==> src/rtl/m68k_periph_bridge_if.sv <==
`default_nettype none
// ============================================================================
// Module      : m68k_periph_bridge_if
// Description : Bus bundle between the 68000 CPU side, the peripheral bridge
//               and the on-chip peripheral devices.
//               slave  : seen by the bridge (CPU strobes/address/data and the
//                        device ack/read data in; DTACK/BERR/read data and the
//                        device strobes/address/write data out).
//               master : seen by the CPU model plus devices (mirror of slave).
//               NDEV must match the NDEV of the bridge it connects to.
// Revision    : 1.0 - initial release
// ============================================================================
interface m68k_periph_bridge_if #(
  parameter int NDEV = 4
);
  // CPU side
  logic            cpu_as_n;
  logic            cpu_uds_n;
  logic            cpu_lds_n;
  logic            cpu_rw;
  logic [23:1]     cpu_addr;
  logic [15:0]     cpu_data_out;
  logic [15:0]     cpu_data_in;
  logic            cpu_dtack_n;
  logic            cpu_berr_n;
  // Peripheral side
  logic [7:0]      dev_addr;
  logic [15:0]     dev_data_write;
  logic            dev_rw;
  logic [NDEV-1:0] dev_uds;
  logic [NDEV-1:0] dev_lds;
  logic            dev_ack;
  logic [15:0]     dev_data_read;

  modport slave (
    input  cpu_as_n, cpu_uds_n, cpu_lds_n, cpu_rw, cpu_addr, cpu_data_out,
    output cpu_data_in, cpu_dtack_n, cpu_berr_n,
    output dev_addr, dev_data_write, dev_rw, dev_uds, dev_lds,
    input  dev_ack, dev_data_read
  );

  modport master (
    output cpu_as_n, cpu_uds_n, cpu_lds_n, cpu_rw, cpu_addr, cpu_data_out,
    input  cpu_data_in, cpu_dtack_n, cpu_berr_n,
    input  dev_addr, dev_data_write, dev_rw, dev_uds, dev_lds,
    output dev_ack, dev_data_read
  );
endinterface
`default_nettype wire

==> src/rtl/m68k_periph_bridge.sv <==
`default_nettype none
// ============================================================================
// Module      : m68k_periph_bridge
// Description : Bridges the asynchronous 68000 bus (AS/UDS/LDS/DTACK) onto the
//               synchronous peripheral bus. Decodes the BASE window, issues a
//               one-cycle per-slot byte strobe, waits for the device ack and
//               answers with DTACK, or BERR on timeout / unmapped slot.
// Ports       : clk   - system clock
//               reset - synchronous active-high reset
//               bus   - m68k_periph_bridge_if.slave (CPU and device buses)
// Parameters  : NDEV    - device slots (slot = cpu_addr[11:8]), 1..16
//               BASE    - window matched against cpu_addr[23:16]
//               TIMEOUT - max WAIT cycles before BERR, >= 2
// Revision    : 1.0 - initial release
// ============================================================================
module m68k_periph_bridge #(
  parameter int         NDEV    = 4,
  parameter logic [7:0] BASE    = 8'hFF,
  parameter int         TIMEOUT = 16
) (
  input  wire logic               clk,
  input  wire logic               reset,
  m68k_periph_bridge_if.slave     bus
);

  localparam int c_CW = $clog2(TIMEOUT);
  localparam logic [c_CW-1:0] c_CNT_LAST = c_CW'(TIMEOUT - 1);
  localparam logic [NDEV-1:0] c_ONE = NDEV'(1);

  localparam logic [2:0] c_IDLE    = 3'd0;
  localparam logic [2:0] c_STROBE  = 3'd1;
  localparam logic [2:0] c_WAIT    = 3'd2;
  localparam logic [2:0] c_DONE    = 3'd3;
  localparam logic [2:0] c_ERR     = 3'd4;
  localparam logic [2:0] c_RELEASE = 3'd5;

  // 2-FF synchronisers for the asynchronous strobes (negated = 1)
  logic r_as_meta, r_as_s;
  logic r_uds_meta, r_uds_s;
  logic r_lds_meta, r_lds_s;

  logic [2:0]      r_state;
  logic [2:0]      w_next;
  logic            r_as_seen_high;
  logic [3:0]      r_slot;
  logic            r_ube;
  logic            r_lbe;
  logic [c_CW-1:0] r_cnt;
  logic [7:0]      r_dev_addr;
  logic [15:0]     r_dev_data_write;
  logic            r_dev_rw;
  logic [15:0]     r_cpu_data_in;
  logic            r_dtack_n;
  logic            r_berr_n;
  logic [NDEV-1:0] w_uds;
  logic [NDEV-1:0] w_lds;

  logic [3:0] w_slot;
  logic       w_hit;
  logic       w_unmapped;
  logic       w_timeout;
  logic       w_unused_addr;

  assign w_slot     = bus.cpu_addr[11:8];
  // A new cycle starts only after AS has been seen negated, so a held-low AS
  // (read-modify-write) cannot re-trigger the FSM.
  assign w_hit      = r_as_seen_high && !r_as_s && (!r_uds_s || !r_lds_s) &&
                      (bus.cpu_addr[23:16] == BASE);
  assign w_unmapped = ({1'b0, w_slot} >= 5'(NDEV));
  assign w_timeout  = (r_cnt == c_CNT_LAST);
  assign w_unused_addr = &{1'b0, bus.cpu_addr[15:12]};

  always_comb begin
    w_next = r_state;
    case (r_state)
      c_IDLE:    if (w_hit) w_next = w_unmapped ? c_ERR : c_STROBE;
      c_STROBE:  w_next = c_WAIT;
      // Ack beats a simultaneous timeout
      c_WAIT:    if (bus.dev_ack) w_next = c_DONE;
                 else if (w_timeout) w_next = c_ERR;
      c_DONE:    if (r_as_s) w_next = c_RELEASE;
      c_ERR:     if (r_as_s) w_next = c_RELEASE;
      c_RELEASE: w_next = c_IDLE;
      default:   w_next = c_IDLE;
    endcase
  end

  // Strobes are decoded from registered state so they are clean one-cycle pulses
  always_comb begin
    w_uds = '0;
    w_lds = '0;
    if (r_state == c_STROBE) begin
      if (r_ube) w_uds = c_ONE << r_slot;
      if (r_lbe) w_lds = c_ONE << r_slot;
    end
  end

  always_ff @(posedge clk) begin
    if (reset) begin
      r_as_meta        <= 1'b1;
      r_as_s           <= 1'b1;
      r_uds_meta       <= 1'b1;
      r_uds_s          <= 1'b1;
      r_lds_meta       <= 1'b1;
      r_lds_s          <= 1'b1;
      r_state          <= c_IDLE;
      r_as_seen_high   <= 1'b0;
      r_slot           <= 4'd0;
      r_ube            <= 1'b0;
      r_lbe            <= 1'b0;
      r_cnt            <= '0;
      r_dev_addr       <= 8'h00;
      r_dev_data_write <= 16'h0000;
      r_dev_rw         <= 1'b1;
      r_cpu_data_in    <= 16'h0000;
      r_dtack_n        <= 1'b1;
      r_berr_n         <= 1'b1;
    end else begin
      r_as_meta  <= bus.cpu_as_n;
      r_as_s     <= r_as_meta;
      r_uds_meta <= bus.cpu_uds_n;
      r_uds_s    <= r_uds_meta;
      r_lds_meta <= bus.cpu_lds_n;
      r_lds_s    <= r_lds_meta;

      r_state   <= w_next;
      r_dtack_n <= (w_next != c_DONE);
      r_berr_n  <= (w_next != c_ERR);

      if ((r_state == c_IDLE) && w_hit) r_as_seen_high <= 1'b0;
      else if (r_as_s)                  r_as_seen_high <= 1'b1;

      case (r_state)
        c_IDLE: begin
          if (w_hit) begin
            r_slot           <= w_slot;
            r_ube            <= ~r_uds_s;
            r_lbe            <= ~r_lds_s;
            r_dev_addr       <= {bus.cpu_addr[7:1], 1'b0};
            r_dev_rw         <= bus.cpu_rw;
            r_dev_data_write <= bus.cpu_data_out;
          end
        end
        c_STROBE: r_cnt <= '0;
        c_WAIT: begin
          if (bus.dev_ack) begin
            if (r_dev_rw) r_cpu_data_in <= bus.dev_data_read;
          end else if (!w_timeout) begin
            r_cnt <= r_cnt + 1'b1;
          end
        end
        default: ;
      endcase
    end
  end

  assign bus.cpu_data_in    = r_cpu_data_in;
  assign bus.cpu_dtack_n    = r_dtack_n;
  assign bus.cpu_berr_n     = r_berr_n;
  assign bus.dev_addr       = r_dev_addr;
  assign bus.dev_data_write = r_dev_data_write;
  assign bus.dev_rw         = r_dev_rw;
  assign bus.dev_uds        = w_uds;
  assign bus.dev_lds        = w_lds;

endmodule
`default_nettype wire

==> src/flat_wrapper.sv <==
// flat-port wrapper written by rule: the top's interface ports become plain ports
module m68k_periph_bridge_flat 
#(
  parameter int         NDEV    = 4,
  parameter logic [7:0] BASE    = 8'hFF,
  parameter int         TIMEOUT = 16
)
  (clk, reset, bus_cpu_as_n, bus_cpu_uds_n, bus_cpu_lds_n, bus_cpu_rw, bus_cpu_addr, bus_cpu_data_out, bus_cpu_data_in, bus_cpu_dtack_n, bus_cpu_berr_n, bus_dev_addr, bus_dev_data_write, bus_dev_rw, bus_dev_uds, bus_dev_lds, bus_dev_ack, bus_dev_data_read);
  m68k_periph_bridge_if #(.NDEV(NDEV)) bus_i ();
  input  wire logic clk;
  input  wire logic reset;
  input wire logic [$bits(bus_i.cpu_as_n)-1:0] bus_cpu_as_n;
  input wire logic [$bits(bus_i.cpu_uds_n)-1:0] bus_cpu_uds_n;
  input wire logic [$bits(bus_i.cpu_lds_n)-1:0] bus_cpu_lds_n;
  input wire logic [$bits(bus_i.cpu_rw)-1:0] bus_cpu_rw;
  input wire logic [$bits(bus_i.cpu_addr)-1:0] bus_cpu_addr;
  input wire logic [$bits(bus_i.cpu_data_out)-1:0] bus_cpu_data_out;
  output wire logic [$bits(bus_i.cpu_data_in)-1:0] bus_cpu_data_in;
  output wire logic [$bits(bus_i.cpu_dtack_n)-1:0] bus_cpu_dtack_n;
  output wire logic [$bits(bus_i.cpu_berr_n)-1:0] bus_cpu_berr_n;
  output wire logic [$bits(bus_i.dev_addr)-1:0] bus_dev_addr;
  output wire logic [$bits(bus_i.dev_data_write)-1:0] bus_dev_data_write;
  output wire logic [$bits(bus_i.dev_rw)-1:0] bus_dev_rw;
  output wire logic [$bits(bus_i.dev_uds)-1:0] bus_dev_uds;
  output wire logic [$bits(bus_i.dev_lds)-1:0] bus_dev_lds;
  input wire logic [$bits(bus_i.dev_ack)-1:0] bus_dev_ack;
  input wire logic [$bits(bus_i.dev_data_read)-1:0] bus_dev_data_read;
  assign bus_i.cpu_as_n = bus_cpu_as_n;
  assign bus_i.cpu_uds_n = bus_cpu_uds_n;
  assign bus_i.cpu_lds_n = bus_cpu_lds_n;
  assign bus_i.cpu_rw = bus_cpu_rw;
  assign bus_i.cpu_addr = bus_cpu_addr;
  assign bus_i.cpu_data_out = bus_cpu_data_out;
  assign bus_cpu_data_in = bus_i.cpu_data_in;
  assign bus_cpu_dtack_n = bus_i.cpu_dtack_n;
  assign bus_cpu_berr_n = bus_i.cpu_berr_n;
  assign bus_dev_addr = bus_i.dev_addr;
  assign bus_dev_data_write = bus_i.dev_data_write;
  assign bus_dev_rw = bus_i.dev_rw;
  assign bus_dev_uds = bus_i.dev_uds;
  assign bus_dev_lds = bus_i.dev_lds;
  assign bus_i.dev_ack = bus_dev_ack;
  assign bus_i.dev_data_read = bus_dev_data_read;
  m68k_periph_bridge #(.NDEV(NDEV), .BASE(BASE), .TIMEOUT(TIMEOUT)) u_core (.clk(clk), .reset(reset), .bus(bus_i));
endmodule
==> config.mk <==
export PLATFORM = sky130hd
export DESIGN_NAME = m68k_periph_bridge_flat
export DESIGN_NICKNAME = d
export VERILOG_FILES = /design/src/rtl/m68k_periph_bridge_if.sv /design/src/rtl/m68k_periph_bridge.sv /design/src/flat_wrapper.sv
export SDC_FILE = /design/constraint.sdc
export NUM_CORES = 1
export LEC_CHECK = 0
export BUFFER_PORTS_ARGS = -buffer_cell sky130_fd_sc_hd__buf_2
export CAP_MARGIN = 20
export CELL_PAD_IN_SITES_DETAIL_PLACEMENT = 1
export CELL_PAD_IN_SITES_GLOBAL_PLACEMENT = 2
export CORE_MARGIN = 2
export CORE_UTILIZATION = 28
export DETAILED_ROUTE_END_ITERATION = 10
export PLACE_DENSITY = 0.84
export SYNTH_ARGS = -nofsm -noshare
export SYNTH_HDL_FRONTEND = slang
export SYNTH_SLANG_ARGS = --single-unit
==> constraint.sdc <==
create_clock -name clk -period 2.7 [get_ports clk]
set_input_delay 0.135 -clock clk [delete_from_list [all_inputs] [get_ports clk]]
set_output_delay 0.135 -clock clk [all_outputs]
set_load 0.01 [all_outputs]
# Word-level counts from Yosys, hierarchy flattened
# Cells that the tools add are included.
# op_classes
n_bitwise	2
n_reduce_logical	15
addsub	1
order_cmp	1
mux	13
n_eq_ne	10
shifts	1
# ops
cell	n
$mux 4	6
$mux 3	5
$pmux 3 s4	1
$eq 8x8->1 const B	1
$pmux 4 s2	1
$eq 3x2->1 const B	2
$reduce_and 3->1	2
$add 4x1->4 const B	1
$eq 4x4->1 const B	1
$ge 4x3->1 const B	1
$logic_and 1x1->1	4
$ne 2x2->1 const B	2
$reduce_or 2->1	2
$shl 1x4->4 const A	1
$eq 3x1->1 const B	1
$eq 3x3->1 const B	1
$logic_not 1->1	3
$logic_not 3->1	1
$ne 3x2->1 const B	1
$ne 3x3->1 const B	1
$not 1->1	2
$reduce_and 2->1	1
$reduce_bool 2->1	1
$logic_or 1x1->1	1
# totals
regBits	62
out_inout_bits	51
elab_cells	61
input_bits	62

# Longest topological paths before layout
# Gate-level depths: netlist of run 1.
# depth
ltp_word	7
ltp_mapped	6
mapped_depth_nobuf	5

# Least setup slack after synthesis of run 1
# Ideal clock, no wire load.
# synth_timing
path_type	flip-flop to flip-flop
startpoint	register u_core.r_state[1]
endpoint	register u_core.r_dev_data_write[10], in the netlist u_core.bus.dev_data_write[10]
n_path_buf	2
stages_incl_launch_ff	7
period_less_slack_ns	1.681
path_slack_ns	1.019
required_ns	2.572
arrival_ns	1.553
cell_sequence	dfxtp_1 buf_4 a211o_1 nor4_4 buf_6 mux2i_1 nor2_1
# synth_between
elab_chain_len	2
# synth_rtl
element	line_no	text
from (decl)	m68k_periph_bridge.sv:42	logic [2:0] r_state;
from (signal assigned)	m68k_periph_bridge.sv:106	r_state <= c_IDLE;
from (signal assigned)	m68k_periph_bridge.sv:126	r_state <= w_next;
$logic_not 3->1	m68k_periph_bridge.sv:133	case (r_state)
$reduce_and 2->1 (no source line)	-	
to (signal assigned)	m68k_periph_bridge.sv:141	r_dev_data_write <= bus.cpu_data_out;
to (decl)	m68k_periph_bridge.sv:50	logic [15:0] r_dev_data_write;
# Every way passes these cells.
# A chain may end at the register's enable or synchronous reset.

# Worst setup path in the final report of run 1
# layout_timing
startpoint	register u_core.r_state[0]
endpoint	output bus_dev_lds[0]
# layout_between
elab_chain_len	2
# layout_rtl
element	line_no	text
$eq 3x1->1	m68k_periph_bridge.sv:92	if (r_state == c_STROBE) begin
$mux 4	m68k_periph_bridge.sv:92	
to (decl)	flat_wrapper.sv:25	output wire logic [$bits(bus_i.dev_lds)-1:0] bus_dev_lds;
# Every way passes these cells.

==> flow_summary.yaml, run 1 <==
run_status:
  status: "completed"
timing:
  whs_ns: 0.03046
  max_freq_mhz: 524.7
  setup_viol: 0
  min_period_ns: 1.906
  skew_ns: 0.01273
  tightest_slew_ns: 0.6927
  tns_ns: 0
  finalHoldViolCount: 0
  worst_slack_ns: 0.7940
  slew_viol_final: 0
  final.period_utilization_pct: 70.59
  maxSlewHeadroom_pct: 53.82
  rsz0062_at_grt: "no"
pwr:
  p_per_area_nw_per_um2: 552.7
  p_leak_nw: 1.426
  irDropWorstVdd_v: 0.0002641
synth:
  synth_nets: 314
  yosysTopAreaCellShare_pct: 50.28
  syn-instance-count: 251
  avgSynthCellArea_sq_um: 9.835
  yosys-top-cells-area: "dfxtp_1 (50%), mux2i_1 (17%), nor2_1 (9.4%)"
  ys_seq_area_share_pct: 50.28
  yosysWarnings: 0
  netlist_area_sq_um: 2469
  synth_cell_types: 34
  yosysTopAreaCell: "dfxtp_1"
  synth-seq-cells: 62
final_layout:
  fillers: 1060
  multiInputGateArea_sq_um: 1132
  diodes: 0
  ff_latch_area_sq_um: 1241
  syn_to_final_growth_pct: 35.43
  final_area_sq_um: 3343
  stdcell_count: 475
  drive_above_1_share_pct: 38.15
  fin_nets: 425
floorplanning:
  fp.dieH_um: 97.90
  start_util_pct: 28.59
  fp.dieArea_sq_um: 9583
  rows: 34
  die_w_um: 97.90
  num_io_pins: 113
  coreArea_sq_um: 8636
clocking:
  clk_pin_slew_ns: 0.08
  worstSkewPairLatency_ns: 0.33
  cts_tree: "built"
  cts_buffers: 9
  cts-root-buf: "clkbuf_8"
  cts_buffer_depth: 2
  cts_sinks: 62
  ctsHtreeMaxLevel: 3
routing:
  drt-initial-drc-count: 38
  route.detailed.drc: 0
  vias_per_cell: 4.539
  postRouteAntennaNets: 0
  wl_mm: 6.325
  firstDrtPassIters: 4
  vias: 2156
  wire_per_inst_um: 13.32
critical_path:
  cp_data_required_time_ns: 2.57
  path_delay_family: "simple AND/OR/NAND/NOR gates"
  crit_buf_inv: 1
  path_cells: "nand2b_1 -> nor3_1 -> nand2_1 -> nor2_1 -> buf_2"
  critPathMaxFanout: 12
  cpMaxStageDelayCell: "dfxtp_1"
  cpPeakStageDelay_ns: 0.61
  start_kind: "flop"
  critPathCaptureType: "primary output"
  crit_type: "reg -> out"
  critPathArrivalTime_ns: 1.77
placement:
  dp_hpwl_mm: 4.562
  place_congestion: 0.7196
  dpl_worst_slack_ns: 0.8357
  io_buffers: 107
  placed_area_sq_um: 3098
  dp_cells: 455
global_route:
  grt_pass1_wl_mm: 10.75
  grt_max_degree: 40
  antenna_found_initial: 0
  grt.total_usage_pct: 13.64
  grt_pass1_vias: 2219
  overflow: 0
job:
  maxCapViolations: 0
worst_hold_path:
  min_path_type: "in -> reg"
## cells in the mapped netlist
cell type,instances
a211o_1,2
a211oi_1,3
a21oi_1,3
a221oi_2,1
a311o_1,1
a31oi_1,4
and2_1,1
and3_1,1
buf_1,1
buf_4,3
buf_6,3
clkbuf_1,8
conb_1,1
dfxtp_1,62
ha_1,1
inv_1,3
mux2i_1,43
nand2_1,9
nand2b_1,2
nand3_1,7
nand4b_1,5
nand4b_4,1
nor2_1,62
nor2b_1,2
nor3_1,4
nor3_2,1
nor3b_2,1
nor4_4,1
o211ai_1,1
o21ba_2,1
o31ai_1,1
or2_2,7
or3_1,4
or4b_1,1
## repair_timing
action / in CTS / in global routing
endpoints found under the hold margin: 4 / 0
hold buffers: 4 / 0
setup buffers: 0 / 0
gates resized for setup: 0 / 0
## layout make-up
| class | count | share of cell area (%) |
|---|---|---|
| Sequential cell | 62 | 37.13 |
| Inverter | 3 | 0.3368 |
| Tap cell | 108 | 4.042 |
| Timing Repair Buffer | 115 | 18.49 |
| Multi-Input combinational cell | 171 | 33.87 |
| Clock buffer | 10 | 4.117 |
| Clock inverter | 6 | 2.021 |
## worst reg2reg max path, delay by kind of cell, from the launching register on
family                 cells  cell delay (ns)
AND/OR/NAND/NOR            2             0.51
AO/OA/AOI/OAI              2             0.50
flip-flops                 1             0.45
buffers and inverters      1             0.29
## registers in the layout, summed over array words and instances, names as in the netlist, 3 cells and up
signal,cells
u_core.bus.dev_addr,7
u_core.r_cnt,4
u_core.r_state,3
u_core.bus.cpu_data_in,16
u_core.bus.dev_data_write,16
u_core.r_slot,4
## per-stage QoR
step,util [%],power (mW)
3_5_place_dp,35.87,1.017
4_1_cts,38.71,1.879
3_3_place_gp,35.87,1.016
6_report,38.71,1.848
2_1_floorplan,-,0.9677
5_1_grt,38.71,1.941
## routing by layer
metal | GRT usage (%) | up-vias | wire length, um
met4 | 3.205 | 0 | 38
met1 | 16.78 | 1016 | 2757
met5 | 0 | - | 0
met3 | 5.369 | 4 | 462
li1 | - | 1075 | -
met2 | 22.55 | 61 | 3066
## layout by cell type, fill, tap and decap left out, types with 3 or more instances in the layout
master         synthesis  final
a211oi_1               3      3
a21oi_1                3      3
or2_2                  7      7
or3_1                  4      4
dlygate4sd3_1          0      4
a31oi_1                4      4
clkbuf_8               0     10
inv_1                  3      3
nand2_1                9      9
buf_2                  0    107
buf_4                  3      3
nor2_1                62     62
nor3_1                 4      4
nand3_1                7      7
dfxtp_1               62     62
mux2i_1               43     43
nand4b_1               5      5
## report_power, final
group / switching [mW] / internal (mW) / total [mW]
sequential: 0.00259 / 0.919 / 0.921
clock: 0.392 / 0.457 / 0.848
combinational: 0.0360 / 0.0424 / 0.0784
## path summary, 6_finish.rpt
path,from,end,slack (ns),cells after the start
max,u_core.r_state[0],bus_dev_lds[0],0.79,5
min,bus_cpu_data_out[6],u_core.bus.dev_data_write[6],0.03,3
max reg2reg,u_core.r_state[0],u_core.bus.cpu_dtack_n,0.83,5
min reg2reg,u_core.r_lds_meta,u_core.r_lds_s,0.42,1
## logic make-up (layout without fill, tap and decap cells)
| family | count (synthesis) | in the layout | synth area share, % |
|---|---|---|---|
| compound gates | 17 | 17 | 5.271 |
| fa+ha+maj | 1 | 1 | 0.5068 |
| buf+inv | 18 | 134 | 4.105 |
| flops | 62 | 62 | 50.28 |
| mux | 43 | 43 | 17.44 |
| other cells | 1 | 1 | 0.1519 |
| simple gates | 109 | 109 | 22.25 |
No activity file was read; power rests on OpenSTA's default activity.
==> run 2: changes to the inputs <==
--- a/config.mk
+++ b/config.mk
@@ -5,14 +5,15 @@
 export SDC_FILE = /design/constraint.sdc
 export NUM_CORES = 1
 export LEC_CHECK = 0
+export ABC_AREA = 1
 export BUFFER_PORTS_ARGS = -buffer_cell sky130_fd_sc_hd__buf_2
 export CAP_MARGIN = 20
 export CELL_PAD_IN_SITES_DETAIL_PLACEMENT = 1
 export CELL_PAD_IN_SITES_GLOBAL_PLACEMENT = 2
 export CORE_MARGIN = 2
-export CORE_UTILIZATION = 28
+export CORE_UTILIZATION = 22
 export DETAILED_ROUTE_END_ITERATION = 10
-export PLACE_DENSITY = 0.84
+export PLACE_DENSITY = 0.77
 export SYNTH_ARGS = -nofsm -noshare
 export SYNTH_HDL_FRONTEND = slang
 export SYNTH_SLANG_ARGS = --single-unit
==> constraint.sdc (replaced) <==
create_clock -name clk -period 1.6 [get_ports clk]
set_input_delay 0.08 -clock clk [delete_from_list [all_inputs] [get_ports clk]]
set_output_delay 0.08 -clock clk [all_outputs]
set_load 0.01 [all_outputs]
==> flow_summary.yaml, run 2 <==
run_status:
  status: "completed"
clocking:
  ctsHtreeMaxLevel: 3
  cts_tree: "built"
  cts_sinks: 62
  cts_buffers: 9
  worstSkewPairLatency_ns: 0.33
  cts_buffer_depth: 2
  clk_pin_slew_ns: 0.06
  cts-root-buf: "clkbuf_16"
critical_path:
  critPathCaptureType: "primary output"
  critPathArrivalTime_ns: 1.42
  r2r_setup_slack_ns: 0.19
  cpPeakStageDelay_ns: 0.40
  cpMaxStageDelayCell: "dfxtp_1"
  cp-startpoint: "u_core.r_state[1]"
  path_cells: "nor3_2 -> nand2_1 -> nor2_1 -> buf_2"
  start_kind: "flop"
  regToRegStartpoint: "u_core.r_state[1]"
  critPathMaxFanout: 8
  rr_worst_depth: 8
  crit_buf_inv: 1
  crit_type: "reg -> out"
  cp_data_required_time_ns: 1.52
  path_delay_family: "simple AND/OR/NAND/NOR gates"
  r2r-end: "u_core.r_cnt[0]"
global_route:
  overflow: 0
  grt_max_degree: 55
  grt.total_usage_pct: 12.22
  grt_pass1_vias: 2824
  grt_pass1_wl_mm: 12.53
  antenna_found_initial: 0
synth:
  synth_nets: 449
  avgSynthCellArea_sq_um: 6.817
  yosysTopAreaCellShare_pct: 47.17
  ys_async_sr_fraction_pct: 0
  synth-seq-cells: 62
  yosysMostFrequentCell: "nand2_1"
  yosysWarnings: 0
  yosys-top-cells-area: "dfxtp_1 (47%), nand2_1 (13%), nor2_1 (12%)"
  synth_edf_count: 0
  syn-instance-count: 386
  yosysTopAreaCell: "dfxtp_1"
  synth_cell_types: 22
  ys_top_cells_by_count: "nand2_1 (92), nor2_1 (82), dfxtp_1 (62)"
  synth_flop_cell: "dfxtp_1"
  ys_seq_area_share_pct: 47.17
  netlist_area_sq_um: 2631
timing:
  rsz0062_at_grt: "yes"
  min_period_ns: 1.502
  skew_ns: 0.007229
  finalHoldViolCount: 0
  setup_viol: 0
  final.period_utilization_pct: 93.87
  slew_viol_final: 0
  max_freq_mhz: 665.8
  worst_slack_ns: 0.09813
routing:
  route.detailed.drc: 0
  wire_per_inst_um: 11.20
  firstDrtPassIters: 4
  vias: 2753
  drt-initial-drc-count: 102
  wl_mm: 7.527
  vias_per_cell: 4.097
  postRouteAntennaNets: 0
pwr:
  p_leak_nw: 2.032
  p_sw_mw: 0.7913
  pwr-share-clk_pct: 53.3
  power_mw: 3.751
  switching_share_pct: 21.09
  intPower_mw: 2.960
  p_seq_share_pct: 41.5
  irDropWorstVdd_v: 0.0003353
  p_per_area_nw_per_um2: 948.5
  combPwrFrac_pct: 5.2
final_layout:
  diodes: 0
  drive_above_1_share_pct: 27.22
  fin_nets: 587
  final_cell_mix: "buf_2 (107), nand2_1 (91), nor2_1 (82)"
  final_area_sq_um: 3955
  syn_to_final_growth_pct: 50.31
  final_common_cell: "buf_2"
floorplanning:
  rows: 39
  coreArea_sq_um: 11560
  fp.dieArea_sq_um: 12850
  start_util_pct: 22.75
  num_io_pins: 113
  die_w_um: 113.4
  fp.dieH_um: 113.4
placement:
  place_congestion: 0.7322
  io_buffers: 107
  placed_area_sq_um: 3318
  dpl_worst_slack_ns: 0.1945
  dp_hpwl_mm: 5.153
worst_hold_path:
  min_to: "u_core.bus.cpu_data_in[3]"
  min_path_type: "in -> reg"
  hp-start: "bus_dev_data_read[3]"
  whs_path_depth: 3
job:
  maxCapViolations: 0
[run 2: changes by cell type after synthesis, sizes merged, moves of 3 or more]
cell / delta
a211oi: -3
a21oi: +18
a31oi: -4
buf: +4
inv: +56
mux2i: -43
nand2: +83
nand3: +10
nand4b: -6
nor2: +23
nor3: -4
o21ai: +18
or3: -4
[run 2: worst max path at each step]
stage,depth (start not counted),slack [ns],end
final,4,0.1,bus_dev_lds[0]
after global routing,4,-0.007,bus_dev_uds[3]
after CTS,4,0.07,bus_dev_uds[3]
after detailed placement,6,0.19,u_core.bus.cpu_data_in[11]
after global placement,7,0.26,u_core.bus.dev_data_write[12]
after floorplan,9,0.30,u_core.bus.dev_rw
[run 2: kinds of logic after synthesis]
logic type / Yosys count / synth area share, %
AND/OR/NAND/NOR: 206 / 32.05
buffers and inverters: 76 / 12.41
flip-flops: 62 / 47.17
AO/OA/AOI/OAI: 39 / 7.418
XOR/XNOR: 1 / 0.3329
adder cells (fa/ha/maj): 1 / 0.4754
other: 1 / 0.1425
[run 2: power by group through the flow]
stage / clock [mW] / combinational, mW / sequential [mW]
finish: 2.00 / 0.194 / 1.56
global route: 2.13 / 0.217 / 1.56
CTS: 2.07 / 0.196 / 1.56
detailed placement: 0 / 0.135 / 1.59
global placement: 0 / 0.132 / 1.59
floorplan: 0 / 0.0462 / 1.59
[run 2: timing repair]
item,CTS,global route
resized for setup,2,0
endpoints found under the hold margin,31,0
setup buffers,0,0
pin swaps,0,0
endpoints found under the setup margin,8,4
hold buffers,32,0
[run 2: final cells by class]
cell class,count,area [sq um]
Timing Repair Buffer,144,930.9
Clock inverter,5,57.56
Inverter,59,221.5
Sequential cell,62,1242
Tap cell,143,178.9
Multi-Input combinational cell,248,1071
Clock buffer,11,252.7
Fill cell,1479,7610
[run 2: worst reg2reg max path, cell delays in order (launching register included)]
cell,delay (ns)
dfxtp_1,0.51
nand2_1,0.12
nor2_2,0.13
buf_4,0.16
nand2_1,0.06
nand3_1,0.14
nand2_1,0.07
nand2_1,0.07
nor2_1,0.05
[run 2: layer usage]
layer  track usage (%)  vias to the layer above  wire, um
li1                  -                     1434         -
met1             14.09                     1241      3422
met5                 0                        -         0
met3             3.053                       10       353
met4             5.610                        0       136
met2             21.28                       68      3615
[run 2: metrics by stage]
stage	setup TNS (ns)	util [%]	hold slack [ns]	instances
floorplan	0	-	0.1838	386
global placement	0	28.69	0.2716	624
detailed placement	0	28.69	0.2713	624
CTS	0	34.20	0.01534	672
global route	-0.02042	34.20	0.04428	672
finish	0	34.20	0.02070	672
